### src/rtl/ppu_regs_pkg.sv
// Register-select encoding, status/CTRL bit positions and VRAM address steps
// shared by the PPU CPU-side register bridge.
package ppu_regs_pkg;

  typedef enum logic [2:0] {
    CTRL    = 3'd0,
    MASK    = 3'd1,
    STATUS  = 3'd2,
    OAMADDR = 3'd3,
    OAMDATA = 3'd4,
    SCROLL  = 3'd5,
    ADDR    = 3'd6,
    DATA    = 3'd7
  } reg_sel_e;

  localparam int unsigned STAT_VBLANK = 7;
  localparam int unsigned STAT_SPR0   = 6;
  localparam int unsigned STAT_OVF    = 5;

  localparam int unsigned CTRL_INC32  = 2;
  localparam int unsigned CTRL_NMI_EN = 7;

  localparam int unsigned VINC_ACROSS = 1;
  localparam int unsigned VINC_DOWN   = 32;

  // Low five bits of a status read come from whatever was last on the bus.
  function automatic logic [7:0] status_byte(input logic vbl, input logic spr0,
                                             input logic ovf, input logic [7:0] openbus);
    logic [7:0] s;
    s              = {3'b000, openbus[4:0]};
    s[STAT_VBLANK] = vbl;
    s[STAT_SPR0]   = spr0;
    s[STAT_OVF]    = ovf;
    return s;
  endfunction

endpackage

### src/rtl/ppu_access_strobe.sv
// Chip-select edge detector: one acc_stb per CPU access however long cs_n stays low,
// plus the read-data drive window that stays open until cs_n is sampled high.
module ppu_access_strobe (
  input  logic clk_i,
  input  logic reset_i,
  input  logic cs_n_i,
  input  logic rw_i,
  output logic acc_stb_o,
  output logic rdata_oe_o
);

  logic cs_n_q;
  logic oe_q, oe_d;

  // cs_n_q resets low, so a select held low across reset never produces a strobe.
  assign acc_stb_o  = ~cs_n_i & cs_n_q;
  assign rdata_oe_o = oe_q;

  always_comb begin
    oe_d = oe_q;
    if (acc_stb_o && rw_i) begin
      oe_d = 1'b1;
    end else if (cs_n_i) begin
      oe_d = 1'b0;
    end
  end

  always_ff @(posedge clk_i) begin
    if (reset_i) begin
      cs_n_q <= 1'b0;
      oe_q   <= 1'b0;
    end else begin
      cs_n_q <= cs_n_i;
      oe_q   <= oe_d;
    end
  end

endmodule

### src/rtl/ppu_cpu_reg_bridge.sv
// Clocked CPU/PPU register bridge: register file, VRAM/OAM port strobes, status and NMI.
// Define PPU_OPEN_BUS_DECAY_EN to let the open-bus latch decay to zero after DECAY_W-bit idle time.
module ppu_cpu_reg_bridge
  import ppu_regs_pkg::*;
#(
  parameter int unsigned SEL_W   = 3,
  parameter int unsigned VADDR_W = 14,
  parameter int unsigned DECAY_W = 22
) (
  input  logic               clk,
  input  logic               reset,
  input  logic [SEL_W-1:0]   cpu_addr,
  input  logic               cpu_cs_n,
  input  logic               cpu_rw,
  input  logic [7:0]         cpu_wdata,
  output logic [7:0]         cpu_rdata,
  output logic               cpu_rdata_oe,
  output logic [7:0]         ctrl_q,
  output logic [7:0]         mask_q,
  output logic [7:0]         scroll_x_q,
  output logic [7:0]         scroll_y_q,
  output logic [7:0]         oam_addr_q,
  output logic               oam_wr_stb,
  output logic [7:0]         oam_wdata,
  input  logic [7:0]         oam_rdata,
  output logic [VADDR_W-1:0] vram_addr_q,
  output logic               vram_rd_stb,
  output logic               vram_wr_stb,
  output logic [7:0]         vram_wdata,
  input  logic [7:0]         vram_rdata,
  input  logic               vblank_set,
  input  logic               vblank_clr,
  input  logic               spr0_hit,
  input  logic               spr_ovf,
  output logic               vblank_q,
  output logic               nmi
);

  logic acc_stb, wr, rd;
  reg_sel_e sel;

  ppu_access_strobe u_strobe (
    .clk_i      (clk),
    .reset_i    (reset),
    .cs_n_i     (cpu_cs_n),
    .rw_i       (cpu_rw),
    .acc_stb_o  (acc_stb),
    .rdata_oe_o (cpu_rdata_oe)
  );

  assign wr  = acc_stb & ~cpu_rw;
  assign rd  = acc_stb & cpu_rw;
  assign sel = reg_sel_e'(cpu_addr[2:0]);

  if (SEL_W > 3) begin : g_mirror
    logic unused_sel_hi;
    assign unused_sel_hi = ^cpu_addr[SEL_W-1:3];
  end

  logic [7:0] ctrl_d, mask_d, scroll_x_d, scroll_y_d, oam_addr_d;
  logic [VADDR_W-1:0] vram_addr_d, vinc;
  logic       vblank_d;
  logic       w_q, w_d;
  logic [5:0] t_hi_q, t_hi_d;
  logic [7:0] rbuf_q, rbuf_d;
  logic [7:0] openbus_q, openbus_d;
  logic [7:0] rdata_q, rdata_d;
  logic       oam_wr_stb_q, oam_wr_stb_d;
  logic [7:0] oam_wdata_q, oam_wdata_d;
  logic       vram_wr_stb_q, vram_wr_stb_d;
  logic [7:0] vram_wdata_q, vram_wdata_d;
  logic       vram_rd_stb_q, vram_rd_stb_d;
  logic       rd_pend_q, rd_pend_d;
  logic       decay_hit;

  assign vinc = ctrl_q[CTRL_INC32] ? VADDR_W'(VINC_DOWN) : VADDR_W'(VINC_ACROSS);

  always_comb begin
    ctrl_d        = ctrl_q;
    mask_d        = mask_q;
    scroll_x_d    = scroll_x_q;
    scroll_y_d    = scroll_y_q;
    oam_addr_d    = oam_addr_q;
    vram_addr_d   = vram_addr_q;
    w_d           = w_q;
    t_hi_d        = t_hi_q;
    rbuf_d        = rbuf_q;
    openbus_d     = openbus_q;
    rdata_d       = rdata_q;
    oam_wr_stb_d  = 1'b0;
    oam_wdata_d   = oam_wdata_q;
    vram_wr_stb_d = 1'b0;
    vram_wdata_d  = vram_wdata_q;
    vram_rd_stb_d = 1'b0;
    rd_pend_d     = vram_rd_stb_q;

    // Post-increments land the cycle after the strobe, so the port sees the old address.
    if (oam_wr_stb_q) oam_addr_d = oam_addr_q + 8'd1;
    if (vram_wr_stb_q || vram_rd_stb_q) vram_addr_d = vram_addr_q + vinc;
    if (rd_pend_q) rbuf_d = vram_rdata;

    if (wr) begin
      openbus_d = cpu_wdata;
      unique case (sel)
        CTRL:    ctrl_d     = cpu_wdata;
        MASK:    mask_d     = cpu_wdata;
        OAMADDR: oam_addr_d = cpu_wdata;
        OAMDATA: begin
          oam_wr_stb_d = 1'b1;
          oam_wdata_d  = cpu_wdata;
        end
        SCROLL: begin
          if (w_q) scroll_y_d = cpu_wdata;
          else     scroll_x_d = cpu_wdata;
          w_d = ~w_q;
        end
        ADDR: begin
          if (!w_q) begin
            t_hi_d = cpu_wdata[5:0];
            w_d    = 1'b1;
          end else begin
            vram_addr_d = VADDR_W'({t_hi_q, cpu_wdata});
            w_d         = 1'b0;
          end
        end
        DATA: begin
          vram_wr_stb_d = 1'b1;
          vram_wdata_d  = cpu_wdata;
        end
        default: ;
      endcase
    end

    if (rd) begin
      unique case (sel)
        STATUS: begin
          rdata_d = status_byte(vblank_q, spr0_hit, spr_ovf, openbus_q);
          w_d     = 1'b0;
        end
        OAMDATA: rdata_d = oam_rdata;
        DATA: begin
          // Forward a fetch landing this cycle so back-to-back reads never see a stale buffer.
          rdata_d       = rd_pend_q ? vram_rdata : rbuf_q;
          vram_rd_stb_d = 1'b1;
        end
        default: rdata_d = openbus_q;
      endcase
      openbus_d = rdata_d;
    end

    if (decay_hit && !acc_stb) openbus_d = 8'h00;

    // Clear beats a status read, which beats a same-cycle set (the set is swallowed).
    if (vblank_clr)                 vblank_d = 1'b0;
    else if (rd && sel == STATUS)   vblank_d = 1'b0;
    else if (vblank_set)            vblank_d = 1'b1;
    else                            vblank_d = vblank_q;
  end

  always_ff @(posedge clk) begin
    if (reset) begin
      ctrl_q        <= '0;
      mask_q        <= '0;
      scroll_x_q    <= '0;
      scroll_y_q    <= '0;
      oam_addr_q    <= '0;
      vram_addr_q   <= '0;
      vblank_q      <= 1'b0;
      w_q           <= 1'b0;
      t_hi_q        <= '0;
      rbuf_q        <= '0;
      openbus_q     <= '0;
      rdata_q       <= '0;
      oam_wr_stb_q  <= 1'b0;
      oam_wdata_q   <= '0;
      vram_wr_stb_q <= 1'b0;
      vram_wdata_q  <= '0;
      vram_rd_stb_q <= 1'b0;
      rd_pend_q     <= 1'b0;
    end else begin
      ctrl_q        <= ctrl_d;
      mask_q        <= mask_d;
      scroll_x_q    <= scroll_x_d;
      scroll_y_q    <= scroll_y_d;
      oam_addr_q    <= oam_addr_d;
      vram_addr_q   <= vram_addr_d;
      vblank_q      <= vblank_d;
      w_q           <= w_d;
      t_hi_q        <= t_hi_d;
      rbuf_q        <= rbuf_d;
      openbus_q     <= openbus_d;
      rdata_q       <= rdata_d;
      oam_wr_stb_q  <= oam_wr_stb_d;
      oam_wdata_q   <= oam_wdata_d;
      vram_wr_stb_q <= vram_wr_stb_d;
      vram_wdata_q  <= vram_wdata_d;
      vram_rd_stb_q <= vram_rd_stb_d;
      rd_pend_q     <= rd_pend_d;
    end
  end

`ifdef PPU_OPEN_BUS_DECAY_EN
  logic [DECAY_W-1:0] decay_q, decay_d;

  assign decay_hit = &decay_q;

  // Every access rewrites the latch, so every access restarts the idle count.
  always_comb begin
    decay_d = decay_q;
    if (acc_stb)         decay_d = '0;
    else if (!decay_hit) decay_d = decay_q + DECAY_W'(1);
  end

  always_ff @(posedge clk) begin
    if (reset) decay_q <= '0;
    else       decay_q <= decay_d;
  end
`else
  logic unused_decay_w;
  assign decay_hit      = 1'b0;
  assign unused_decay_w = ^DECAY_W;
`endif

  assign cpu_rdata   = rdata_q;
  assign oam_wr_stb  = oam_wr_stb_q;
  assign oam_wdata   = oam_wdata_q;
  assign vram_wr_stb = vram_wr_stb_q;
  assign vram_wdata  = vram_wdata_q;
  assign vram_rd_stb = vram_rd_stb_q;
  assign nmi         = vblank_q & ctrl_q[CTRL_NMI_EN];

endmodule

### config.mk
export PLATFORM = sky130hd
export DESIGN_NAME = ppu_cpu_reg_bridge
export DESIGN_NICKNAME = d
export VERILOG_FILES = /design/src/rtl/ppu_regs_pkg.sv /design/src/rtl/ppu_access_strobe.sv /design/src/rtl/ppu_cpu_reg_bridge.sv
export SDC_FILE = /design/constraint.sdc
export NUM_CORES = 1
export LEC_CHECK = 0
export ABC_AREA = 0
export CAP_MARGIN = 20
export CORE_UTILIZATION = 49
export CTS_CLUSTER_DIAMETER = 200
export DETAILED_ROUTE_END_ITERATION = 8
export PLACE_DENSITY_LB_ADDON = 0.05
export SLEW_MARGIN = 20
export SYNTH_ARGS = -nofsm -noshare
export SYNTH_HDL_FRONTEND = slang
export SYNTH_SLANG_ARGS = --single-unit
export TNS_END_PERCENT = 100
### constraint.sdc
create_clock -name clk -period 1.9 [get_ports clk]
set_input_delay 0.38 -clock clk [delete_from_list [all_inputs] [get_ports clk]]
set_output_delay 0.38 -clock clk [all_outputs]
set_load 0.02 [all_outputs]
==> impl_results.md, run 1 <==
- Starting Density: 50.8%
- Met1 Usage GRT: 33.5%
- GR peak layer: met2
- Crit path buf inv count: 1
- Share of cells above drive strength 1: 14.3%
- Synth Register Bits: 108
- P_leak: ~0.0026 uW
- DP Wirelength: about 8500 um
- Fin crit share: between 90% and 100%
- Tmin final: 1.86 ns
- H-tree levels: 3
- Initial antenna violation count: 0
- Syn_nets: around 530
- Proportion of synthesized chip area in sequential cells: between 40 and 50%
- Iteration-0 DRC Markers: 152
- Clk_lat worst skew: 0.38 ns
- Critical path class: reg2out
- Multi-input logic area: between 0.002 and 0.0025 sq mm
- FP Rows: 35
- Die Wd: 99.8 um
- Hold Crit Class: in2reg
- Drt drc: 0
- Max-cap violations: 0
- CP arrival: 1.48 ns
- Biggest area contributors in the synthesized netlist: dfxtp_1, mux2i_1, nor2_1
- EDFF count, synth: 0
- DR pass1 iterations: 5
- Area delta synth->final: 37.3%
- First-pass GRT wire length: between 15,000 and 20,000 um
- Grt total ovfl: 0
- Top-area cell type share of the netlist area: 46.1%
- Gr usage total: around 25%
- CP delay by family, top: buffers and inverters
- VDD IR-drop max: approximately 410 uV
- I/O Buffers: 118
- Fin cells: 750
- Mean Syn Cell Area: between 9 and 10 sq um
- Setup Skew: between 0.01 and 0.015 ns
- YS warnings: 0
- Routability cong.: 0.815
- Root Driver: clkbuf_8
- Slew Limit Fails: 0
- Post-CTS Setup Bufs: 0
- Via-per-instance ratio: between 5 and 6
- Vias in the first global route: just under 4,000
- Vias: 4,077
- Core Box Area: 0.00924 sq mm
- M2 GR Usage: 39.3%
- DIE AREA: 0.00997 sq mm
- Fillers: about 770
- M3 GR Usage: 7.03%
- Slew headroom: 61.4%
- Synth Flop Type: dfxtp_1
- Largest net degree at the start of global routing: 35
- Clk pin slew, worst setup/hold paths: 0.11 ns
- Crit. End Element: output pin
- Final setup vio count: 0
- Ports: roughly 120
- Status: completed
- Netlist cell types: 60
- Routed Antenna Nets: 0
- Pin slew with the least headroom to its limit: 0.577 ns
- CTS tree: yes
- Num CTS Buffers: 9
- Max Freq: 537 MHz
- Final total power: between 4000 and 5000 uW
- CTS max path bufs: 2
- Worst path max stage delay: 0.65 ns
- Cells after DPL: approximately 730
- PD cells: 625 mW/mm^2
- Post-Synthesis Cells: a little under 500
- CP Launch Type: flop
- FF+latch area: roughly 0.0022 sq mm
- Cell taking the most area after synthesis: dfxtp_1
- CP Data Required Time: 1.52 ns
- N_diodes: 0
- Final wirelength: 12,300 um
- Worst-path fanout max: 5
- Final hold vios: 0
- Wire length per cell: between 15 and 20 um
- Post-synth ARST share: 0%
- CTS Sinks: 108
- RSZ-0062 raised after global routing: false
- Synthesized area: between 0.004 and 0.005 sq mm
- Slowest CP cell: clkdlybuf4s50_1
- Net count, final: 655
- Worst-path cell chain: clkdlybuf4s50_1
- Die H: between 90 and 100 um
## synthesized netlist by cell type (4+ instances only)
| library cell | instances |
|---|---|
| nor3_1 | 5 |
| nand3_1 | 4 |
| clkbuf_1 | 24 |
| dfxtp_1 | 108 |
| a21oi_1 | 14 |
| a211oi_1 | 23 |
| nand2_1 | 8 |
| and3_1 | 4 |
| a21o_1 | 5 |
| o31ai_1 | 4 |
| nand2b_1 | 7 |
| a311oi_1 | 6 |
| buf_2 | 10 |
| o22ai_1 | 10 |
| o21bai_1 | 5 |
| or3_1 | 4 |
| ha_1 | 4 |
| nand4_1 | 4 |
| inv_1 | 6 |
| a22oi_1 | 6 |
| nor2b_1 | 12 |
| o21ai_0 | 7 |
| mux2i_1 | 58 |
| nor2_1 | 83 |
| xnor2_1 | 5 |
| xor2_1 | 7 |
| mux2_2 | 9 |
## worst register-to-register path, delay by kind of cell, from the launching register on
family                   cells  cell delay, ns
flip-flops                   1            0.35
adder cells (fa/ha/maj)      2            0.45
AO/OA/AOI/OAI                2            0.41
buffers and inverters        1            0.06
AND/OR/NAND/NOR              1            0.42
## what timing repair did
action / CTS / global route
resized for setup: 4 / 10
setup endpoints to repair: 4 / 10
hold buffers: 0 / 0
## through the flow
step                area (sq um)  setup WS (ns)  TNS, ns  hold slack (ns)  util, %
floorplan                   4690          0.131        0            0.457        -
global placement            6200         -0.247   -12.50            0.438     67.1
detailed placement          6200         -0.294   -14.67            0.449     67.1
CTS                         6390        0.00882        0            0.364     69.2
global route                6440        0.00215        0            0.393     69.7
finish                      6440         0.0364        0            0.372     69.7
## registers in the layout, indices dropped and copies added (netlist names)
register	flops
mask_q	8
u_strobe.cs_n_q	1
vram_addr_q	14
vblank_q	1
oam_addr_q	8
oam_wdata	8
scroll_y_q	8
t_hi_q	6
openbus_q	8
scroll_x_q	8
rbuf_q	8
rd_pend_q	1
vram_rd_stb	1
oam_wr_stb	1
ctrl_q	8
u_strobe.rdata_oe_o	1
vram_wr_stb	1
cpu_rdata	8
w_q	1
vram_wdata	8
## report_power, final
part           total [uW]  switching, uW  internal (uW)
sequential           2300           14.5           2280
combinational         362            192            170
clock                1360            851            512
## path summary, 6_finish.rpt
kind / from / to / slack [ns] / cells past startpoint
worst max register to register: ctrl_q[2] / vram_addr_q[8] / 0.13 / 6
worst max-delay path: vram_addr_q[3] / vram_addr_q[3] / 0.04 / 1
worst min-delay path: reset / rbuf_q[4] / 0.37 / 2
worst min register to register: cpu_rdata[4] / cpu_rdata[4] / 0.47 / 1
## placed cells by master, fill, tap and decap left out, drive strengths merged, types with 3 or more instances in the layout
cell           count
a211oi            24
a21o               5
a21oi             14
a22oi              6
a311oi             6
and3               4
buf               40
clkbuf             9
clkdlybuf4s50    113
dfxtp            108
ha                 4
inv               11
mux2               9
mux2i             58
nand2              8
nand2b             7
nand3              4
nand3b             3
nand4              4
nor2              84
nor2b             12
nor3               7
nor3b              3
o21ai              8
o21bai             5
o22ai             10
o31ai              4
or3                4
or3b               3
or4                3
xnor2              6
xor2               7
## layer usage
layer	part of all wire (%)	up-vias
met3	8.0	13
met4	1.1	0
met1	45	1943
li1	-	1995
met5	0	-
met2	46	126
## final cells by class
type | instances | area share (%)
multi-input cells | 334 | 36.7
flip-flops and latches | 108 | 33.6
repair buffers | 157 | 23.8
well taps | 129 | 2.51
clock buffers | 9 | 1.92
clock inverters | 7 | 1.01
inverters | 6 | 0.350
## cell families (layout without fill, tap and decap cells)
logic type | count (synthesis) | after routing | share of synthesized area (%)
flops | 108 | 108 | 46.1
buf+inv | 45 | 179 | 4.27
mux | 67 | 67 | 14.5
simple gates | 156 | 156 | 17.1
xor+xnor | 13 | 13 | 2.59
compound gates | 94 | 94 | 14.3
fa+ha+maj | 4 | 4 | 1.07
Note: power is estimated with default switching activity, not from simulation.
==> inputs of run 2 (changes only) <==
- ABC_CLOCK_PERIOD_IN_PS: not set -> 1900
==> results of run 2 <==
No change in the layout: final DEF, timing and power equal those of run 1.
